--- config.mk ---
export PLATFORM = sky130hd
export DESIGN_NAME = eth_out_arb
export DESIGN_NICKNAME = d
export VERILOG_FILES = /design/src/rtl/eth_out_arb.sv
export SDC_FILE = /design/constraint.sdc
export NUM_CORES = 1
export LEC_CHECK = 0
export ABC_AREA = 1
export CAP_MARGIN = 20
export CORE_AREA = 2 2 109 111
export CTS_BUF_LIST = sky130_fd_sc_hd__clkbuf_4 sky130_fd_sc_hd__clkbuf_8
export CTS_CLUSTER_DIAMETER = 40
export DETAILED_ROUTE_END_ITERATION = 6
export DIE_AREA = 0 0 111 113
export HOLD_SLACK_MARGIN = 0.08
export PLACE_DENSITY = 0.71
export SKIP_LAST_GASP = 1
export SYNTH_ARGS = -nofsm -noshare
export SYNTH_HDL_FRONTEND = slang
export SYNTH_SLANG_ARGS = --single-unit
--- constraint.sdc ---
create_clock -name clk -period 3.39 [get_ports clk]
set_input_delay 0.678 -clock clk [delete_from_list [all_inputs] [get_ports clk]]
set_output_delay 0.678 -clock clk [all_outputs]
set_load 0.005 [all_outputs]
--- src/rtl/eth_out_arb.sv ---
// eth_out_arb: per-egress-port packet scheduler, round-robin over two ingress FIFOs with peer locking
module eth_out_arb #(
  parameter int DATA_WIDTH = 32,
  parameter int PKT_CNT_W  = 16,
  parameter int ERR_CNT_W  = 8
) (
  input  logic                  clk,
  input  logic                  resetN,
  input  logic [1:0]            qEmpty,
  input  logic [DATA_WIDTH+1:0] qData0,
  input  logic [DATA_WIDTH+1:0] qData1,
  input  logic [1:0]            qDest,
  output logic [1:0]            qRdEn,
  input  logic [1:0]            peerLock,
  output logic [1:0]            ownLock,
  input  logic                  outStall,
  output logic                  outValid,
  output logic [DATA_WIDTH-1:0] outData,
  output logic                  outSop,
  output logic                  outEop,
  output logic [PKT_CNT_W-1:0]  pktCnt0,
  output logic [PKT_CNT_W-1:0]  pktCnt1,
  output logic [ERR_CNT_W-1:0]  errCnt
);
  localparam logic [0:0] IDLE = 1'b0;
  localparam logic [0:0] XFER = 1'b1;
  localparam int SOP = DATA_WIDTH;
  localparam int EOP = DATA_WIDTH + 1;

  logic [0:0]            state_q, state_d;
  logic                  grant_q, grant_d;
  logic                  rr_q, rr_d;
  logic [1:0]            own_q, own_d;
  logic                  valid_q, valid_d;
  logic [DATA_WIDTH-1:0] data_q, data_d;
  logic                  sop_q, sop_d;
  logic                  eop_q, eop_d;
  logic [PKT_CNT_W-1:0]  pc0_q, pc0_d, pc1_q, pc1_d;
  logic [ERR_CNT_W-1:0]  err_q, err_d;

  logic [1:0]            sops, elig, orph, rd;
  logic                  gsel, hsel, take, term, err_inc;
  logic [DATA_WIDTH+1:0] word;

  assign sops = {qData1[SOP], qData0[SOP]};
  assign elig = ~qEmpty & sops & qDest & ~peerLock;
  assign orph = ~qEmpty & ~sops & ~peerLock;
  assign gsel = &elig ? rr_q : elig[1];
  assign hsel = state_q == XFER ? grant_q : gsel;
  assign word = hsel ? qData1 : qData0;

  // Decide this cycle's pop (grant, continuation, orphan drop or terminator) and the next register values
  always_comb begin
    state_d = state_q;
    grant_d = grant_q;
    rr_d    = rr_q;
    own_d   = own_q;
    valid_d = 1'b0;
    data_d  = data_q;
    sop_d   = 1'b0;
    eop_d   = 1'b0;
    pc0_d   = pc0_q;
    pc1_d   = pc1_q;
    rd      = 2'b00;
    take    = 1'b0;
    term    = 1'b0;
    err_inc = 1'b0;
    if (state_q == IDLE) begin
      if (!outStall && |elig) begin
        take = 1'b1;
      end else if (|orph) begin
        rd      = orph[0] ? 2'b01 : 2'b10;
        err_inc = 1'b1;
      end
    end else if (!qEmpty[grant_q] && !peerLock[grant_q] && !outStall) begin
      term = word[SOP];
      take = !word[SOP];
    end
    if (take) begin
      rd      = hsel ? 2'b10 : 2'b01;
      valid_d = 1'b1;
      data_d  = word[DATA_WIDTH-1:0];
      sop_d   = word[SOP];
      eop_d   = word[EOP];
      grant_d = hsel;
      state_d = word[EOP] ? IDLE : XFER;
      own_d   = word[EOP] ? 2'b00 : (hsel ? 2'b10 : 2'b01);
      rr_d    = word[EOP] ? ~hsel : rr_q;
      pc0_d   = pc0_q + PKT_CNT_W'(word[EOP] && !hsel);
      pc1_d   = pc1_q + PKT_CNT_W'(word[EOP] && hsel);
    end
    if (term) begin
      valid_d = 1'b1;
      eop_d   = 1'b1;
      data_d  = '0;
      state_d = IDLE;
      own_d   = 2'b00;
      rr_d    = ~grant_q;
      err_inc = 1'b1;
    end
    err_d = (err_inc && !(&err_q)) ? err_q + ERR_CNT_W'(1) : err_q;
  end

  // State, egress registers and counters; synchronous active-low reset
  always_ff @(posedge clk) begin
    if (!resetN) begin
      state_q <= IDLE;
      grant_q <= 1'b0;
      rr_q    <= 1'b0;
      own_q   <= 2'b00;
      valid_q <= 1'b0;
      data_q  <= '0;
      sop_q   <= 1'b0;
      eop_q   <= 1'b0;
      pc0_q   <= '0;
      pc1_q   <= '0;
      err_q   <= '0;
    end else begin
      state_q <= state_d;
      grant_q <= grant_d;
      rr_q    <= rr_d;
      own_q   <= own_d;
      valid_q <= valid_d;
      data_q  <= data_d;
      sop_q   <= sop_d;
      eop_q   <= eop_d;
      pc0_q   <= pc0_d;
      pc1_q   <= pc1_d;
      err_q   <= err_d;
    end
  end

  assign qRdEn    = resetN ? rd : 2'b00;
  assign ownLock  = own_q;
  assign outValid = valid_q;
  assign outData  = data_q;
  assign outSop   = sop_q;
  assign outEop   = eop_q;
  assign pktCnt0  = pc0_q;
  assign pktCnt1  = pc1_q;
  assign errCnt   = err_q;
endmodule

== After elaboration in Yosys (flattened, before gate mapping) ==
Index checks and enable logic that the tools add are counted.
Widths: inputs -> output; s select.

* Output and inout port bits: 79
* Bits of input ports: 77
* Logic and storage cells: 79
* Memories kept: 0
* Bits in latches: 0
* Bits in writable memories: 0
* Memory bits (read-only): 0
* Register bits after elaboration: 80

* Bitwise logic cells: 11
* Shift operators: 0
* Reductions and logical operators: 21
* Multiplexer cells: 32
* Order comparisons: 1
* Multipliers: 0
* Div/mod/pow operators: 0
* Eq/ne operators: 0
* Add/sub/neg operators: 3

{| class="wikitable"
|+ Operators by type and width
! kind !! count
|-
| $mux 34 || 1
|-
| $add 16x1->16 || 2
|-
| $mux 1 || 23
|-
| $mux 2 || 8
|-
| $and 2x2->2 || 5
|-
| $add 8x1->8 const B || 1
|-
| $reduce_and 8->1 || 1
|-
| $logic_and 1x1->1 || 6
|-
| $logic_not 1->1 || 6
|-
| $not 2->2 || 3
|-
| $reduce_and 2->1 || 3
|-
| $reduce_or 2->1 || 3
|-
| $reduce_bool 2->1 || 2
|-
| $not 1->1 || 3
|-
| $lt 1x2->1 const B || 1
|}

== Logic depth before layout (Yosys ltp) ==
Gate-level depths: netlist (run 1).

* Depth in word-level cells: 13
* Gate-level depth with buffers: 18
* Gate-level depth less buffers: 18

== Least setup slack after synthesis (run 1) ==
OpenSTA, ideal clock, no wires.

* Path type: in2reg
* Start: in qEmpty[0]
* End: reg pc0_q[14], in the netlist pktCnt0[14]
* Setup time: 0.138 ns
* Path buffers: 2
* Setup slack: 0.751 ns
* Data arrival time: 2.502 ns
* Stages on the path: 15
* Path through: nor2_4 nand3b_1 nand2_1 nand2_2 buf_4 buf_4 nor2_1 ha_1 ha_1 inv_1 nor3_1 nand3_1 xor2_1 nand2_1 a21oi_2

* Word-level cells in the longest chain between the ends: 11
* Elaborated cells between the ends (all ways): 22
* Classes of those cells: 1 x add/sub; 8 x mux; 4 x bitwise; 9 x reduce/logical

{| class="wikitable"
|+ Ends and longest elaborated chain
! what !! RTL line !! text
|-
| start, declared || 9 || <nowiki>input logic [1:0] qEmpty,</nowiki>
|-
| branches (longest 11 deep; another with $add 16x1->16) || - ||
|-
| end signal, assigned || 127 || <nowiki>pc0_q <= pc0_d;</nowiki>
|-
| end, declared || 38 || <nowiki>logic [PKT_CNT_W-1:0] pc0_q, pc0_d, pc1_q, pc1_d;</nowiki>
|}

Parallel ways; which one is timed is not known. The select of a mux whose other input is x is not followed.
A chain may end at the register's enable or synchronous reset.

== Worst setup path in the final report (run 1) ==
* Start: in qEmpty[0]
* End: reg pc0_q[8], in the netlist pktCnt0[8]

The elaborated chain is that of the path after synthesis.

==> flow_summary.yaml, run 1 <==
detailed_routing:
  drtPass1Iterations: 4
  wl_per_cell_um: 12.3
  vias: 4547
  wirelength_um: 11700
  ant_nets: 0
  drc: 0
  drt_iter0_markers: 131
  vias_per_cell: 4.81
synth:
  async_flop_share: 0
  postSynthCellCount: 648
  syn-num-nets: 732
  synth_top_area_cell: "dfxtp_1"
  synth_seq_area_share: 0.357
  synth_flop_cell: "dfxtp_1"
  synth_top_area_frac: 0.357
  synth_edf_count: 0
  mappedNetlistArea_mm2: 0.00449
  synth_seq_cells: 80
  syn_avg_cell_area_um2: 6.92
  synth_cell_types: 28
  synth_warnings: 0
  yosys-top-cells-area: "dfxtp_1 36%, nand2_1 15%, nor2_1 9.5%, a21oi_2 5.9%, nand2_2 5.2%"
finish:
  multi_input_area_mm2: 0.00251
  final_cell_mix: "177 x nand2_1, 153 x clkdlybuf4s50_1, 113 x nor2_1, 80 x dfxtp_1, 37 x nand2_2"
  num_antenna_cells: 0
  register_area_mm2: 0.00160
  fin_cells: 946
  layout-drive-gt1-share: 0.131
  final_nets: 882
  fillCellCount: 1085
  mostFrequentLayoutCell: "nand2_1"
  syn_to_final_growth_pct: 41.0
  stdcell_area_mm2: 0.00632
cts:
  cts_max_path_buffers: 2
  clk_pin_slew_ns: 0.08
  clk_latency_ns: 0.34
  cts_resized: 0
  cts_tree: "yes"
  cts_max_level: 3
  cts_buffers: 9
  cts_sinks: 80
  post-cts-setup-buffer-count: 0
  root_buffer: "clkbuf_8"
  hold_buffers: 0
floorplanning:
  rows: 39
  die_h_um: 113
  fp.dieArea_mm2: 0.0125
  io_pins: 156
  fp.dieW_um: 111
  core-area_mm2: 0.0113
  start_util: 0.398
timing:
  fmax_mhz: 333
  rsz0062_at_grt: "false"
  setup_viol: 0
  tightest_slew_ns: 0.591
  maxSlewViolCount: 0
  hold_viol_final: 0
  fin_setup_tns_ns: 0
  fin_crit_sh: 0.886
  slew_headroom: 0.606
  post-route-min-period_ns: 3.00
  finalClockSkew_ns: 0.00948
global_route:
  grt_pass1_vias: 4198
  grt_usage: 0.185
  grt_use_met3: 0.0589
  antenna_found_initial: 0
  grt-ovfl-total: 0
  grt_max_degree: 49
  use_met2: 0.328
  grt_pass1_wl_um: 19100
  gr-max-usage-layer: "met2"
  met1_usage: 0.207
flow_run:
  drv_cap: 0
critical_path:
  start_kind: "input port"
  critPathKind: "in -> reg"
  arrival_ns: 3.28
  startpoint: "qEmpty[0]"
  regToRegSetupSlack_ns: 0.87
  r2r_cells: 16
  rr_endpoint: "pktCnt0[8]$_SDFFE_PN0P_"
  worstSetupEndpointType: "flop"
  path_max_fanout: 5
  cp.required_ns: 3.67
  rr_startpoint: "state_q$_SDFFE_PP0P_"
  crit_end: "pktCnt0[8]$_SDFFE_PN0P_"
status:
  outcome: "complete, no violations"
place:
  dp.final_hpwl_um: 8790
  gp_congestion: 0.910
  dp_cells: 930
  dpl_cell_area_mm2: 0.00609
  portBuffers: 155
pwr:
  p_leak_nw: 2.45
  peakVddDrop_mv: 0.228
  powerDensity_mw_per_mm2: 322
min_path:
  worstHoldPathType: "reg -> reg"
[registers in the layout, indices dropped and copies added (netlist names)]
| name | count |
|---|---|
| rr_q | 1 |
| outEop | 1 |
| outSop | 1 |
| outData | 32 |
| pktCnt1 | 16 |
| pktCnt0 | 16 |
| state_q | 1 |
| outValid | 1 |
| ownLock | 2 |
| errCnt | 8 |
| grant_q | 1 |
[worst max-delay path: stages]
cell and delay (ns):
clkdlybuf4s50_1 0.44, nor2_4 0.16, nand3b_1 0.09, nand2_1 0.10, nand2_2 0.07, buf_4 0.16
nand2_1 0.09, o21ai_2 0.07, nor2_1 0.17, ha_1 0.18, ha_1 0.18, inv_1 0.08
nor2_1 0.23, inv_1 0.07, nor2_1 0.15, xor2_1 0.16, nand2_1 0.08, a21oi_2 0.13
[report_power, final]
part	internal [W]	switching, W
clock network	0.000459	0.000330
registers	0.000961	0.0000146
logic	0.000156	0.000119
total	0.00158	0.000463
[logic make-up (layout without fill, tap and decap cells)]
kind of cell / count (synthesis) / after routing / synth area share
fa+ha+maj: 7 / 7 / 0.0195
flops: 80 / 80 / 0.357
compound gates: 86 / 86 / 0.122
xor+xnor: 31 / 31 / 0.0605
buf+inv: 66 / 221 / 0.0837
simple gates: 378 / 378 / 0.358
[cell type report]
| cell class | count | share of cell area |
|---|---|---|
| inverters | 36 | 0.0214 |
| repair buffers | 169 | 0.265 |
| clock inverters | 3 | 0.0103 |
| well taps | 143 | 0.0283 |
| flip-flops and latches | 80 | 0.253 |
| multi-input cells | 502 | 0.397 |
| clock buffers | 13 | 0.0253 |
[per-stage QoR]
stage / utilization / power (W) / setup WS [ns] / hold WS, ns
finish: 0.561 / 0.00204 / 0.385 / 0.485
global route: 0.561 / 0.00214 / 0.0933 / 0.502
CTS: 0.561 / 0.00207 / 0.0755 / 0.487
detailed placement: 0.541 / 0.00128 / 0.0444 / 0.471
global placement: 0.541 / 0.00127 / 0.112 / 0.463
floorplan: - / 0.00112 / 0.751 / 0.443
[Yosys cell counts, types with 2 or more instances]
cell / number
ha_1: 7
nor3_1: 14
a21oi_1: 13
dfxtp_1: 80
buf_12: 4
nand2_1: 177
buf_2: 6
nand3_1: 29
o21ai_0: 33
o21ai_1: 9
buf_4: 12
nand3_2: 2
a21oi_2: 30
clkbuf_1: 5
nand4_1: 2
inv_1: 34
xnor2_1: 9
xor2_1: 22
nand2_2: 37
inv_2: 2
nor2_1: 113
clkbuf_2: 2
[metal layers]
metal  up-vias  part of all wire
li1       2329                 -
met1      2072              0.42
met2       135              0.49
met3        11             0.079
met4         0             0.012
met5         -                 0
[worst min path at each step]
stage	from	endpoint	slack [ns]	depth (start not counted)
finish	outData[21]$_SDFFE_PP0P_	outData[21]$_SDFFE_PP0P_	0.49	2
global route	outData[18]$_SDFFE_PP0P_	outData[18]$_SDFFE_PP0P_	0.50	2
CTS	ownLock[0]$_SDFFE_PP0P_	ownLock[0]$_SDFFE_PP0P_	0.49	2
detailed placement	outData[26]$_SDFFE_PP0P_	outData[26]$_SDFFE_PP0P_	0.47	2
global placement	outData[6]$_SDFFE_PP0P_	outData[6]$_SDFFE_PP0P_	0.46	2
floorplan	rr_q$_SDFFE_PN0P_	rr_q$_SDFFE_PN0P_	0.44	2
No activity file was read; power rests on OpenSTA's default activity.
==> run 2, diff against run 1 <==
--- a/config.mk
+++ b/config.mk
@@ -13,6 +13,7 @@
 export DETAILED_ROUTE_END_ITERATION = 6
 export DIE_AREA = 0 0 111 113
 export HOLD_SLACK_MARGIN = 0.08
+export MAX_ROUTING_LAYER = met4
 export PLACE_DENSITY = 0.71
 export SKIP_LAST_GASP = 1
 export SYNTH_ARGS = -nofsm -noshare
==> flow_summary.yaml, run 2 (synthesized netlist as in run 1, its figures left out) <==
timing:
  worst_slack_ns: 0.455
  finalClockSkew_ns: 0.00772
  post-route-min-period_ns: 2.93
  slew_headroom: 0.617
  hold_viol_final: 0
  setup_viol: 0
  fin_setup_tns_ns: 0
  fin_crit_sh: 0.866
  fmax_mhz: 341
  tightest_slew_ns: 0.574
  maxSlewViolCount: 0
  rsz0062_at_grt: "false"
detailed_routing:
  drtPass1Iterations: 4
  vias: 4500
  ant_nets: 0
  drt_iter0_markers: 147
  drc: 0
  wl_per_cell_um: 12.6
  vias_per_cell: 4.75
  wirelength_um: 11900
floorplanning:
  rows: 39
  start_util: 0.398
  io_pins: 156
  fp.dieW_um: 111
  fp.dieArea_mm2: 0.0125
  core-area_mm2: 0.0113
  die_h_um: 113
cts:
  cts_max_path_buffers: 2
  cts_max_level: 3
  cts_buffers: 9
  cts_tree: "yes"
  clk_pin_slew_ns: 0.07
  root_buffer: "clkbuf_8"
  cts_sinks: 80
  clk_latency_ns: 0.35
global_route:
  grt-ovfl-total: 0
  grt_usage: 0.195
  grt_pass1_wl_um: 19600
  grt_max_degree: 49
  grt_pass1_vias: 4271
  antenna_found_initial: 0
critical_path:
  start_kind: "input port"
  crit_path_frequent_cell: "nand2_1"
  crit_chain: "clkdlybuf4s50_1 -> nor2_2 -> nand2_1 -> nor2_1 -> nand2_1 -> nand2_2 -> buf_4 -> inv_1 -> nor2_1 -> ha_1 -> ha_1 -> inv_1 -> nor3_1 -> nand3_1 -> xor2_1 -> nand2_1 -> a21oi_2"
  critPathKind: "in -> reg"
  worstSetupEndpointType: "flop"
  cp_slowest_cell: "clkdlybuf4s50_1"
  path_max_fanout: 8
  cp.required_ns: 3.67
  critPathBufInv: 4
  arrival_ns: 3.22
  cp_top_family: "simple AND/OR/NAND/NOR gates"
  critPathMaxStageDelay_ns: 0.43
finish:
  syn_to_final_growth_pct: 39.9
  mostFrequentLayoutCell: "nand2_1"
  fillCellCount: 1105
  stdcell_area_mm2: 0.00628
  fin_cells: 948
  final_cell_mix: "177 x nand2_1, 153 x clkdlybuf4s50_1, 113 x nor2_1, 80 x dfxtp_1, 37 x nand2_2"
  fin_util: 0.557
  largest_reg_flops: 32
  num_antenna_cells: 0
  layout-drive-gt1-share: 0.133
  final_nets: 885
place:
  pre_cts_ws_ns: 0.0507
  gp_congestion: 0.901
  portBuffers: 155
  dpl_cell_area_mm2: 0.00610
  dp.final_hpwl_um: 8970
  dp_cells: 932
min_path:
  worstHoldPathType: "reg -> reg"
flow_run:
  drv_cap: 0
status:
  outcome: "complete, no violations"
pwr:
  peakVddDrop_mv: 0.145
  powerDensity_mw_per_mm2: 298
  p_leak_nw: 2.43
run 2: cell count changes in the layout (fill, tap and decap cells not counted):
cell / change
buf_12: -1
buf_4: +4
clkbuf_4: +2
clkbuf_8: -1
bufinv_16: -2
run 2: path summary, 6_finish.rpt:
kind	slack (ns)	start	cells after the start	to
hold / removal	0.48	ownLock[0]$_SDFFE_PP0P_	2	ownLock[0]$_SDFFE_PP0P_
hold reg to reg	0.48	ownLock[0]$_SDFFE_PP0P_	2	ownLock[0]$_SDFFE_PP0P_
setup / recovery	0.46	qEmpty[1]	17	pktCnt1[14]$_SDFFE_PN0P_
setup reg to reg	0.94	state_q$_SDFFE_PP0P_	16	pktCnt0[8]$_SDFFE_PN0P_
run 2: final cells by class:
class	count	area (um2)	area share
timing repair buffer	172	1680	0.268
multi-input combinational	502	2510	0.400
inverter	36	135	0.0215
sequential	80	1600	0.255
tap	143	179	0.0285
clock buffer	14	161	0.0257
clock inverter	1	5.00	0.000797
run 2: what timing repair did:
| item | 4_1_cts | 5_1_grt |
|---|---|---|
| hold endpoints to repair | 0 | 0 |
| endpoints found under the setup margin | 0 | 2 |
| hold buffers | 0 | 0 |
| setup buffers | 0 | 1 |
| gates resized for setup | 0 | 2 |
run 2: worst register-to-register path: stages, from the launching register on:
cell     delay [ns]
dfxtp_1        0.46
nor2_1         0.08
nand2_1        0.09
nand2_2        0.07
buf_4          0.17
nand2_1        0.09
o21ai_2        0.07
nor2_1         0.14
ha_1           0.17
ha_1           0.18
inv_1          0.08
nor2_1         0.22
inv_1          0.07
nor2_1         0.12
xor2_1         0.15
nand2_1        0.08
a21oi_2        0.14
run 2: power breakdown:
| part | total [W] | switching, W | internal (W) |
|---|---|---|---|
| Sequential | 0.000976 | 0.0000149 | 0.000961 |
| Clock | 0.000619 | 0.000316 | 0.000303 |
| Combinational | 0.000276 | 0.000119 | 0.000156 |
run 2: per-stage QoR:
step / hold slack (ns) / power, W
final: 0.483 / 0.00187
after global routing: 0.513 / 0.00197
after CTS: 0.483 / 0.00190
after detailed placement: 0.471 / 0.00128
after global placement: 0.461 / 0.00127
after floorplan: 0.443 / 0.00112
run 2: metal layers:
metal / part of all wire / track usage / wire, um
met1: 0.42 / 0.214 / 4990
met4: 0.0096 / 0.0608 / 114
met3: 0.068 / 0.0557 / 807
met2: 0.50 / 0.343 / 6010
met5: 0 / - / 0
==> run 3, diff against run 2 <==
--- a/config.mk
+++ b/config.mk
@@ -7,14 +7,14 @@
 export LEC_CHECK = 0
 export ABC_AREA = 1
 export CAP_MARGIN = 20
-export CORE_AREA = 2 2 109 111
+export CORE_AREA = 2 2 101 103
 export CTS_BUF_LIST = sky130_fd_sc_hd__clkbuf_4 sky130_fd_sc_hd__clkbuf_8
 export CTS_CLUSTER_DIAMETER = 40
 export DETAILED_ROUTE_END_ITERATION = 6
-export DIE_AREA = 0 0 111 113
+export DIE_AREA = 0 0 103 105
 export HOLD_SLACK_MARGIN = 0.08
 export MAX_ROUTING_LAYER = met4
-export PLACE_DENSITY = 0.71
+export PLACE_DENSITY = 0.82
 export SKIP_LAST_GASP = 1
 export SYNTH_ARGS = -nofsm -noshare
 export SYNTH_HDL_FRONTEND = slang
==> flow_summary.yaml, run 3 (synthesized netlist as in run 1, its figures left out) <==
cts:
  cts_buffers: 9
  cts_tree: "yes"
  clk_pin_slew_ns: 0.08
  clk_latency_ns: 0.33
  cts_max_level: 3
  root_buffer: "clkbuf_8"
  cts_sinks: 80
  cts_max_path_buffers: 2
critical_path:
  cp.required_ns: 3.67
  worstSetupEndpointType: "flop"
  regToRegSetupSlack_ns: 0.90
  path_max_fanout: 10
  arrival_ns: 3.32
  crit_chain: "clkdlybuf4s50_1 -> nand2_1 -> inv_1 -> nand2_1 -> nor2_1 -> nand2_2 -> nand2_2 -> buf_4 -> inv_1 -> nor2_1 -> ha_1 -> ha_1 -> inv_1 -> nor3_1 -> buf_4 -> xor2_1 -> nand2_1 -> a21oi_2"
  r2r_cells: 15
  critPathMaxStageDelay_ns: 0.48
  rr_endpoint: "pktCnt0[14]$_SDFFE_PN0P_"
  rr_startpoint: "state_q$_SDFFE_PP0P_"
  start_kind: "input port"
  critPathKind: "in -> reg"
  cp_slowest_cell: "clkdlybuf4s50_1"
pwr:
  total_power_w: 0.00194
  power_switching_w: 0.000462
  powerDensity_mw_per_mm2: 309
  combPwrFrac: 0.143
  power_frac_seq: 0.503
  p_leak_nw: 2.44
  p_int_w: 0.00148
  switching_share: 0.238
  peakVddDrop_mv: 0.206
  pwr-share-clk: 0.355
timing:
  fin_setup_tns_ns: 0
  hold_viol_final: 0
  setup_viol: 0
  rsz0062_at_grt: "false"
  slew_headroom: 0.660
  post-route-min-period_ns: 3.04
  finalClockSkew_ns: 0.00588
  fmax_mhz: 329
  maxSlewViolCount: 0
  fin_crit_sh: 0.898
  tightest_slew_ns: 0.511
flow_run:
  drv_cap: 0
global_route:
  antenna_found_initial: 0
  grt_pass1_vias: 4175
  grt_pass1_wl_um: 18700
  grt-ovfl-total: 0
  grt_usage: 0.218
  grt_max_degree: 50
finish:
  mostFrequentLayoutCell: "nand2_1"
  final_nets: 883
  largest_reg_flops: 32
  fin_util: 0.652
  fillCellCount: 847
  num_antenna_cells: 0
  final_cell_mix: "176 x nand2_1, 153 x clkdlybuf4s50_1, 113 x nor2_1, 80 x dfxtp_1, 38 x nand2_2"
  layout-drive-gt1-share: 0.132
  syn_to_final_growth_pct: 40.1
detailed_routing:
  vias: 4539
  drc: 0
  ant_nets: 0
  drt_iter0_markers: 135
  wirelength_um: 11400
  wl_per_cell_um: 12.2
  vias_per_cell: 4.85
  drtPass1Iterations: 4
floorplanning:
  core-area_mm2: 0.00964
  start_util: 0.465
  die_h_um: 105
  rows: 36
  fp.dieW_um: 103
  io_pins: 156
  fp.dieArea_mm2: 0.0108
min_path:
  worstHoldPathType: "reg -> reg"
  min-delay-start: "ownLock[0]$_SDFFE_PP0P_"
  worstHoldPathCells: 2
  min_to: "ownLock[0]$_SDFFE_PP0P_"
place:
  portBuffers: 155
  dp.final_hpwl_um: 8690
  gp_congestion: 0.959
status:
  outcome: "complete, no violations"
[run 3: worst max-delay path: cells and delay by family]
kind            cells  cell delay (ns)
buf+inv             6             1.03
fa+ha+maj           2             0.39
compound gates      1             0.13
xor+xnor            1             0.14
simple gates        8             0.96
[run 3: timing repair]
action,CTS,global route
resized for setup,0,3
setup buffers,0,1
endpoints found under the setup margin,0,2
hold buffers,0,0
[run 3: worst max path at each step]
stage	from	endpoint	slack [ns]	cells past startpoint
6_report	qData1[32]	pktCnt1[6]$_SDFFE_PN0P_	0.35	18
5_1_grt	qData1[32]	pktCnt1[8]$_SDFFE_PN0P_	0.07	19
4_1_cts	qEmpty[0]	qRdEn[0]	0.03	13
3_5_place_dp	qEmpty[0]	pktCnt0[14]$_SDFFE_PN0P_	0.02	17
3_3_place_gp	qEmpty[0]	qRdEn[0]	0.13	13
2_1_floorplan	qEmpty[0]	pktCnt0[14]$_SDFFE_PN0P_	0.75	15
[run 3: power groups by stage]
stage                     clock network, W  logic [W]  registers (W)
after global placement                   0   0.000271       0.000997
after global routing              0.000737   0.000306       0.000979
after CTS                         0.000707   0.000278       0.000976
final                             0.000689   0.000277       0.000976
after floorplan                          0   0.000124       0.000998
after detailed placement                 0   0.000277       0.000998
[run 3: layout make-up]
type,count,area (um2),share of cell area
Multi-Input combinational cell,502,2510,0.400
Timing Repair Buffer,170,1680,0.267
Sequential cell,80,1600,0.255
Tap cell,133,166,0.0265
Clock buffer,11,145,0.0231
Inverter,36,135,0.0215
Clock inverter,4,45.0,0.00716
[run 3: metal layers]
layer  wire length (um)  global-route usage  share of wire
met4                127              0.0677          0.011
met2               5770               0.367           0.50
met5                  0                   -              0
met3                783              0.0629          0.068
met1               4760               0.246           0.42
[run 3: per-stage QoR]
stage	instance area, um2	hold WS (ns)	setup slack, ns	std cells
after floorplan	4490	0.443	0.751	648
after global placement	6080	0.461	0.131	920
after detailed placement	6080	0.467	0.0166	920
after CTS	6270	0.477	0.0286	935
after global routing	6290	0.489	0.0734	936
final	6290	0.474	0.347	936
